`config.mk`:
```
export PLATFORM = sky130hd
export DESIGN_NAME = pkt_rx_dma
export DESIGN_NICKNAME = d
export VERILOG_FILES = /design/src/rtl/pkt_rx_dma.sv
export SDC_FILE = /design/constraint.sdc
export NUM_CORES = 1
export LEC_CHECK = 0
export ABC_AREA = 1
export CAP_MARGIN = 20
export CORE_MARGIN = 2
export CORE_UTILIZATION = 60
export DETAILED_ROUTE_END_ITERATION = 8
export PLACE_DENSITY_LB_ADDON = 0.08
export SLEW_MARGIN = 30
export SYNTH_ARGS = -nofsm -noshare
export SYNTH_HDL_FRONTEND = slang
export SYNTH_SLANG_ARGS = --single-unit
```
`constraint.sdc`:
```
create_clock -name clk -period 8.52 [get_ports clk]
set_input_delay 0.852 -clock clk [delete_from_list [all_inputs] [get_ports clk]]
set_output_delay 0.852 -clock clk [all_outputs]
set_load 0.02 [all_outputs]
```
`src/rtl/pkt_rx_dma.sv`:
```
// pkt_rx_dma -- ingress packet writer on the switch SRAM port.
//
// Packs an 8-bit sop/eop byte stream little-endian into 32-bit words and writes
// them into a ring region of the shared SRAM. Each completed packet posts a
// {start address, byte length} descriptor into a first-word-fall-through FIFO.
// Ring space comes back from the switch core through the release port.
//
// Ports:
//   clk, rst                       clock, asynchronous active-low reset
//   in_valid/in_ready/in_data      byte stream handshake and data
//   in_sop/in_eop                  packet delimiters (both set = 1-byte packet)
//   sram_ce_o/we_o/addr_o/sel_o/data_o  registered SRAM write port
//   desc_valid/desc_ready/desc_addr/desc_len  descriptor FIFO head
//   rel_valid/rel_words            ring words returned by the consumer
//   drop_cnt                       saturating count of dropped packets
module pkt_rx_dma #(
  parameter logic [31:0] BUF_BASE   = 32'h0000_1000,
  parameter int unsigned BUF_WORDS  = 256,
  parameter int unsigned DESC_DEPTH = 4
) (
  input  logic        clk,
  input  logic        rst,
  input  logic        in_valid,
  output logic        in_ready,
  input  logic [7:0]  in_data,
  input  logic        in_sop,
  input  logic        in_eop,
  output logic        sram_ce_o,
  output logic        sram_we_o,
  output logic [31:0] sram_addr_o,
  output logic [3:0]  sram_sel_o,
  output logic [31:0] sram_data_o,
  output logic        desc_valid,
  input  logic        desc_ready,
  output logic [31:0] desc_addr,
  output logic [15:0] desc_len,
  input  logic        rel_valid,
  input  logic [12:0] rel_words,
  output logic [15:0] drop_cnt
);

  localparam int unsigned AW = $clog2(BUF_WORDS);
  localparam int unsigned OW = AW + 1;
  localparam int unsigned DW = (DESC_DEPTH > 1) ? $clog2(DESC_DEPTH) : 1;
  localparam int unsigned CW = $clog2(DESC_DEPTH) + 1;

  typedef enum logic [1:0] {S_IDLE, S_RECV, S_DROP, S_COMMIT} state_t;

  state_t        r_state, w_state_nxt;

  logic [AW-1:0] r_wr_idx, r_start;
  logic [OW-1:0] r_occ, r_pkt_words, w_occ_nxt;
  logic [15:0]   r_len;
  logic [31:0]   r_pack, w_word;
  logic [3:0]    r_psel, w_sel;
  logic [1:0]    w_lane;
  logic          w_accept, w_take, w_complete, w_full, w_ovf, w_wr;
  logic          w_abort, w_drop, w_rewind;
  logic [14:0]   w_add, w_sub;
  logic [31:0]   w_wr_addr, w_start_addr;

  logic          r_sram_ce;
  logic [31:0]   r_sram_addr, r_sram_data;
  logic [3:0]    r_sram_sel;
  logic [15:0]   r_drop_cnt;

  logic [31:0]   r_fa [DESC_DEPTH];
  logic [15:0]   r_fl [DESC_DEPTH];
  logic [DW-1:0] r_rd, r_wr;
  logic [CW-1:0] r_cnt;
  logic          w_push, w_pop, w_ffull;

  function automatic logic [DW-1:0] fifo_inc(input logic [DW-1:0] p);
    return (p == DW'(DESC_DEPTH - 1)) ? '0 : p + DW'(1);
  endfunction

  // A sop arriving mid-packet is held off for one cycle while the packet
  // in progress is aborted; it is then taken as a fresh packet from IDLE.
  assign w_abort  = (r_state == S_RECV) & in_valid & in_sop;
  assign in_ready = (r_state != S_COMMIT) & ~w_abort;
  assign w_accept = in_valid & in_ready;
  assign w_take   = w_accept & (((r_state == S_IDLE) & in_sop) | (r_state == S_RECV));
  assign w_lane   = (r_state == S_IDLE) ? 2'd0 : r_len[1:0];

  always_comb begin
    w_word = (r_state == S_IDLE) ? '0 : r_pack;
    w_sel  = (r_state == S_IDLE) ? '0 : r_psel;
    w_word[{w_lane, 3'b000} +: 8] = in_data;
    w_sel[w_lane] = 1'b1;
  end

  assign w_complete = w_take & ((w_lane == 2'd3) | in_eop);
  assign w_full     = (r_occ == OW'(BUF_WORDS));
  assign w_ovf      = w_complete & w_full;
  assign w_wr       = w_complete & ~w_full;
  assign w_drop     = w_ovf | w_abort;
  // Only a packet already in RECV can have ring words to hand back.
  assign w_rewind   = w_drop & (r_state == S_RECV);

  // Write and release may land together; an over-release clamps at empty.
  assign w_add     = 15'(r_occ) + 15'(w_wr);
  assign w_sub     = (rel_valid ? 15'(rel_words) : '0) + (w_rewind ? 15'(r_pkt_words) : '0);
  assign w_occ_nxt = (w_sub > w_add) ? '0 : OW'(w_add - w_sub);

  assign w_wr_addr    = BUF_BASE + {{(30-AW){1'b0}}, r_wr_idx, 2'b00};
  assign w_start_addr = BUF_BASE + {{(30-AW){1'b0}}, r_start, 2'b00};

  assign w_ffull = (r_cnt == CW'(DESC_DEPTH));
  assign w_pop   = (r_cnt != '0) & desc_ready;
  // A same-cycle pop makes room for the push even when the FIFO is full.
  assign w_push  = (r_state == S_COMMIT) & (~w_ffull | w_pop);

  always_comb begin
    w_state_nxt = r_state;
    case (r_state)
      S_IDLE: begin
        if (w_take) begin
          if (in_eop) w_state_nxt = w_ovf ? S_IDLE : S_COMMIT;
          else        w_state_nxt = S_RECV;
        end
      end
      S_RECV: begin
        if (w_abort) begin
          w_state_nxt = S_IDLE;
        end else if (w_take) begin
          if (w_ovf)       w_state_nxt = in_eop ? S_IDLE : S_DROP;
          else if (in_eop) w_state_nxt = S_COMMIT;
        end
      end
      S_DROP: begin
        if (w_accept & in_eop) w_state_nxt = S_IDLE;
      end
      S_COMMIT: begin
        if (w_push) w_state_nxt = S_IDLE;
      end
      default: w_state_nxt = S_IDLE;
    endcase
  end

  always_ff @(posedge clk or negedge rst) begin
    if (!rst) r_state <= S_IDLE;
    else      r_state <= w_state_nxt;
  end

  always_ff @(posedge clk or negedge rst) begin
    if (!rst) begin
      r_wr_idx    <= '0;
      r_start     <= '0;
      r_occ       <= '0;
      r_pkt_words <= '0;
      r_len       <= '0;
      r_pack      <= '0;
      r_psel      <= '0;
      r_drop_cnt  <= '0;
    end else begin
      if (w_take) begin
        if (r_state == S_IDLE) begin
          r_start <= r_wr_idx;
          r_len   <= 16'd1;
        end else begin
          r_len   <= r_len + 16'd1;
        end
        if (w_complete) begin
          r_pack <= '0;
          r_psel <= '0;
        end else begin
          r_pack <= w_word;
          r_psel <= w_sel;
        end
      end
      if (w_take && (r_state == S_IDLE)) r_pkt_words <= OW'(w_wr);
      else if (w_wr)                     r_pkt_words <= r_pkt_words + OW'(1);
      if (w_wr)          r_wr_idx <= r_wr_idx + AW'(1);
      else if (w_rewind) r_wr_idx <= r_start;
      r_occ <= w_occ_nxt;
      if (w_drop && (r_drop_cnt != 16'hFFFF)) r_drop_cnt <= r_drop_cnt + 16'd1;
    end
  end

  always_ff @(posedge clk or negedge rst) begin
    if (!rst) begin
      r_sram_ce   <= 1'b0;
      r_sram_addr <= '0;
      r_sram_sel  <= '0;
      r_sram_data <= '0;
    end else begin
      r_sram_ce   <= w_wr;
      r_sram_addr <= w_wr ? w_wr_addr : '0;
      r_sram_sel  <= w_wr ? w_sel : '0;
      r_sram_data <= w_wr ? w_word : '0;
    end
  end

  always_ff @(posedge clk or negedge rst) begin
    if (!rst) begin
      for (int unsigned i = 0; i < DESC_DEPTH; i++) begin
        r_fa[i] <= '0;
        r_fl[i] <= '0;
      end
      r_rd  <= '0;
      r_wr  <= '0;
      r_cnt <= '0;
    end else begin
      if (w_push) begin
        r_fa[r_wr] <= w_start_addr;
        r_fl[r_wr] <= r_len;
        r_wr       <= fifo_inc(r_wr);
      end
      if (w_pop) r_rd <= fifo_inc(r_rd);
      case ({w_push, w_pop})
        2'b10:   r_cnt <= r_cnt + CW'(1);
        2'b01:   r_cnt <= r_cnt - CW'(1);
        default: r_cnt <= r_cnt;
      endcase
    end
  end

  assign sram_ce_o   = r_sram_ce;
  assign sram_we_o   = r_sram_ce;
  assign sram_addr_o = r_sram_addr;
  assign sram_sel_o  = r_sram_sel;
  assign sram_data_o = r_sram_data;
  assign desc_valid  = (r_cnt != '0);
  assign desc_addr   = desc_valid ? r_fa[r_rd] : '0;
  assign desc_len    = desc_valid ? r_fl[r_rd] : '0;
  assign drop_cnt    = r_drop_cnt;

endmodule

```
==> results.toml <==
[routing]
drc = 0
drt-total-wl_mm = 32.1
drt_iter0_drc = 966
postRouteAntennaNets = 0
firstDrtPassIters = 7
dr_total_vias = 11463
wl_per_cell_um = 15.4
viasPerCell = 5.50

[cts]
h-tree-depth = 1
root_buffer = "clkbuf_16"
holdBufCountCts = 0
cts_setup_buffers = 0
clock_latency_ns = 0.53
cts_buffer_depth = 3
numCtsBuffers = 27
clk_pin_slew_ns = 0.07
cts_tree = "done"
cts_resized = 0
cts_sinks = 256

[logic_synthesis]
netlist.area_leader.share = 0.463
async_reset_ff_frac = 1.00
syn_area_per_cell_um2 = 8.16
synth_area_leaders = "dfrtp_1 46%, nand2_1 9.7%, o21ai_0 5.9%, nor2_1 5.0%, inv_1 4.5%"
synth_warnings = 0
syn-cell-area_um2 = 13800
synth_top_flop_cell = "dfrtp_1"
yosysSeqAreaShare = 0.463
synth.distinct_cells = 51
synth.largest_area_cell = "dfrtp_1"
synth_cells = 1695
synth-edff-count = 0
synth-seq-cells = 256

[grt]
gr-total-overflow = 0
grt_usage = 0.268
grt_pass1_vias = 10969
grt_first_pass_wirelength_mm = 53.6
grt_antenna_before_repair = 2
grt_start_max_net_pins = 127

[critical_path]
required_ns = 8.96
cp-start-kind = "register"
cpPeakStageDelay_ns = 0.85
r2r_slack_ns = 1.55
path_cells = "inv_1 > nand2_2 > nand2_1 > inv_1 > ha_1 > nor2_2 > inv_1 > nand3_4 > inv_2 > ha_1 > ha_1 > nand3_1 > nand3b_1 > xor2_1 > inv_1 > ha_1 > nand2_1 > nor2_1 > nand2_1 > nand2_1 > nand4_1 > nor3_1"
regToRegStartpoint = "r_state[1]$_DFFE_PN0P_"
r2r_end = "r_occ[6]$_DFF_PN0_"
end_kind = "register"
endpoint = "r_occ[6]$_DFF_PN0_"
critical_path.max_fanout = 58
cpMaxStageDelayCell = "nand2_1"
path_class = "reg2reg"
worstRegToRegCells = 22
critPathArrivalTime_ns = 7.41
startpoint = "r_state[1]$_DFFE_PN0P_"

[placement]
gp_congestion = 0.937
dpl_worst_slack_ns = 1.68
placed_area_um2 = 14900
portBuffers = 117
dpl.hpwl_mm = 21.6

[sta]
finalSetupViolations = 0
rsz0062_at_grt = "false"
post-route-period-util = 0.818
finalMaxSlewViolations = 0
slew_headroom = 0.358
min_period_ns = 6.97
fmax_mhz = 143
worst_pin_slew_ns = 0.958
setup_tns_ns = 0
hold_violations = 0
layout_setup_ws_ns = 1.55
skew_ns = 0.0179

[flow_run]
cap_violations = 0

[floorplanning]
dieArea_um2 = 24300
chipWidth_um = 156
io_pins = 164
rows = 55
core-area_um2 = 22600
start_util = 0.611
die_y_um = 156

[outcome]
status = "completed"

[cells_and_area]
fillerInstances = 1877
drive_gt1_frac = 0.0656
nets = 1852
final_area_um2 = 15900
area_growth_syn_to_layout_pct = 14.7

[pwr]
ir_worst_vdd_mv = 0.214
fin_total_pwr_mw = 5.11
powerDensity_nw_per_um2 = 322
leakage_nw = 7.57

[hold_path]
hold_class = "in2async"
## layout by cell type, fill, tap and decap left out, types with 10 or more instances in the layout
cell type	count
clkbuf_16	27
nand2_2	11
ha_1	44
nand2_1	358
dfrtp_1	256
o21ai_0	164
o21ai_1	25
xnor2_1	11
o31ai_1	14
conb_1	46
nor3_1	37
inv_1	167
nand4_1	17
nand3_1	88
clkdlybuf4s50_1	116
nor2_1	185
a32oi_1	15
o21ai_2	10
xor2_1	29
a21oi_1	62
## final cells by class
class                      instances  area [um2]  share of cell area
clock inverter                    17         213              0.0134
multi-input combinational       1186        6190               0.390
sequential                       256        6410               0.404
tap                              285         357              0.0225
clock buffer                      33         728              0.0459
timing repair buffer             126        1290              0.0812
inverter                         180         678              0.0428
antenna                            2        5.00            0.000316
## sequential cells by signal, summed over array words and instances, names as in the netlist, 3 cells and up
signal and cells:
drop_cnt 16, r_cnt 3, r_fa 36, r_fl 64, r_len 16, r_occ 9, r_pack 32, r_pkt_words 9
r_psel 4, r_start 8, r_wr_idx 8, sram_addr_o 9, sram_data_o 32, sram_sel_o 4
## power by group
part | switching, mW | internal (mW) | leakage (nW)
sequential | 0.218 | 1.53 | 3.38
clock | 0.501 | 0.736 | 0.460
combinational | 1.39 | 0.743 | 3.73
## metrics by stage
step / util / hold WS [ns] / instances
after floorplan: - / 0.423 / 1740
after global placement: 0.656 / 0.434 / 2031
after detailed placement: 0.656 / 0.442 / 2031
after CTS: 0.698 / 0.456 / 2081
after global routing: 0.700 / 0.322 / 2084
final: 0.701 / 0.273 / 2085
## worst min path at each step
stage | start | to | cells past startpoint
global placement | r_fa[44]$_DFFE_PN0P_ | r_fa[44]$_DFFE_PN0P_ | 2
finish | rst | r_fa[44]$_DFFE_PN0P_ | 1
detailed placement | r_fa[76]$_DFFE_PN0P_ | r_fa[76]$_DFFE_PN0P_ | 2
global route | rst | r_fa[12]$_DFFE_PN0P_ | 1
CTS | r_fa[76]$_DFFE_PN0P_ | r_fa[76]$_DFFE_PN0P_ | 2
floorplan | r_fa[44]$_DFFE_PN0P_ | r_fa[44]$_DFFE_PN0P_ | 2
## synthesized netlist by cell type, types with 3 or more instances
| cell type | n |
|---|---|
| a32o_1 | 9 |
| xnor2_1 | 11 |
| nor3_1 | 37 |
| o21ai_1 | 25 |
| xor2_1 | 29 |
| nand2_4 | 3 |
| o31ai_2 | 4 |
| nand3_2 | 3 |
| inv_1 | 167 |
| inv_2 | 9 |
| nand2_2 | 11 |
| clkbuf_1 | 39 |
| a21oi_1 | 62 |
| fa_1 | 3 |
| nand2_1 | 358 |
| clkinv_1 | 3 |
| buf_4 | 49 |
| o31ai_1 | 14 |
| nand4_1 | 17 |
| nand3_1 | 88 |
| nor2_4 | 4 |
| and2_1 | 9 |
| o21ai_2 | 10 |
| buf_6 | 8 |
| o21ai_0 | 164 |
| nor3_2 | 3 |
| ha_1 | 44 |
| buf_2 | 18 |
| o41ai_1 | 8 |
| nor2_1 | 185 |
| dfrtp_1 | 256 |
| or2_2 | 5 |
| a32oi_1 | 15 |
## metal layers
metal  wire length, um  share of wire  GRT usage  up-vias
met5                 0              0          0        -
met4               527          0.016     0.0612        0
met3              1680          0.052     0.0400       46
met2             15400           0.48      0.444      303
met1             14500           0.45      0.377     5501
li1                  -              -          -     5613
## critical path, delay by kind of cell (launching register included)
kind,cells,cell delay (ns)
DFF,1,0.44
and+or+nand+nor,12,3.83
xor gates and xnor gates,1,0.21
buffers and inverters,5,1.20
adders and majority gates,4,1.17
## cell families (layout without fill, tap and decap cells)
| group | after synthesis | in the layout | share of synthesized area |
|---|---|---|---|
| compound gates | 318 | 318 | 0.134 |
| xor+xnor | 40 | 40 | 0.0253 |
| fa+ha+maj | 47 | 47 | 0.0442 |
| buf+inv | 298 | 356 | 0.102 |
| flops | 256 | 256 | 0.463 |
| other cells | 1 | 48 | 0.000271 |
| simple gates | 735 | 735 | 0.231 |
Power figures use the tool's default switching activity.
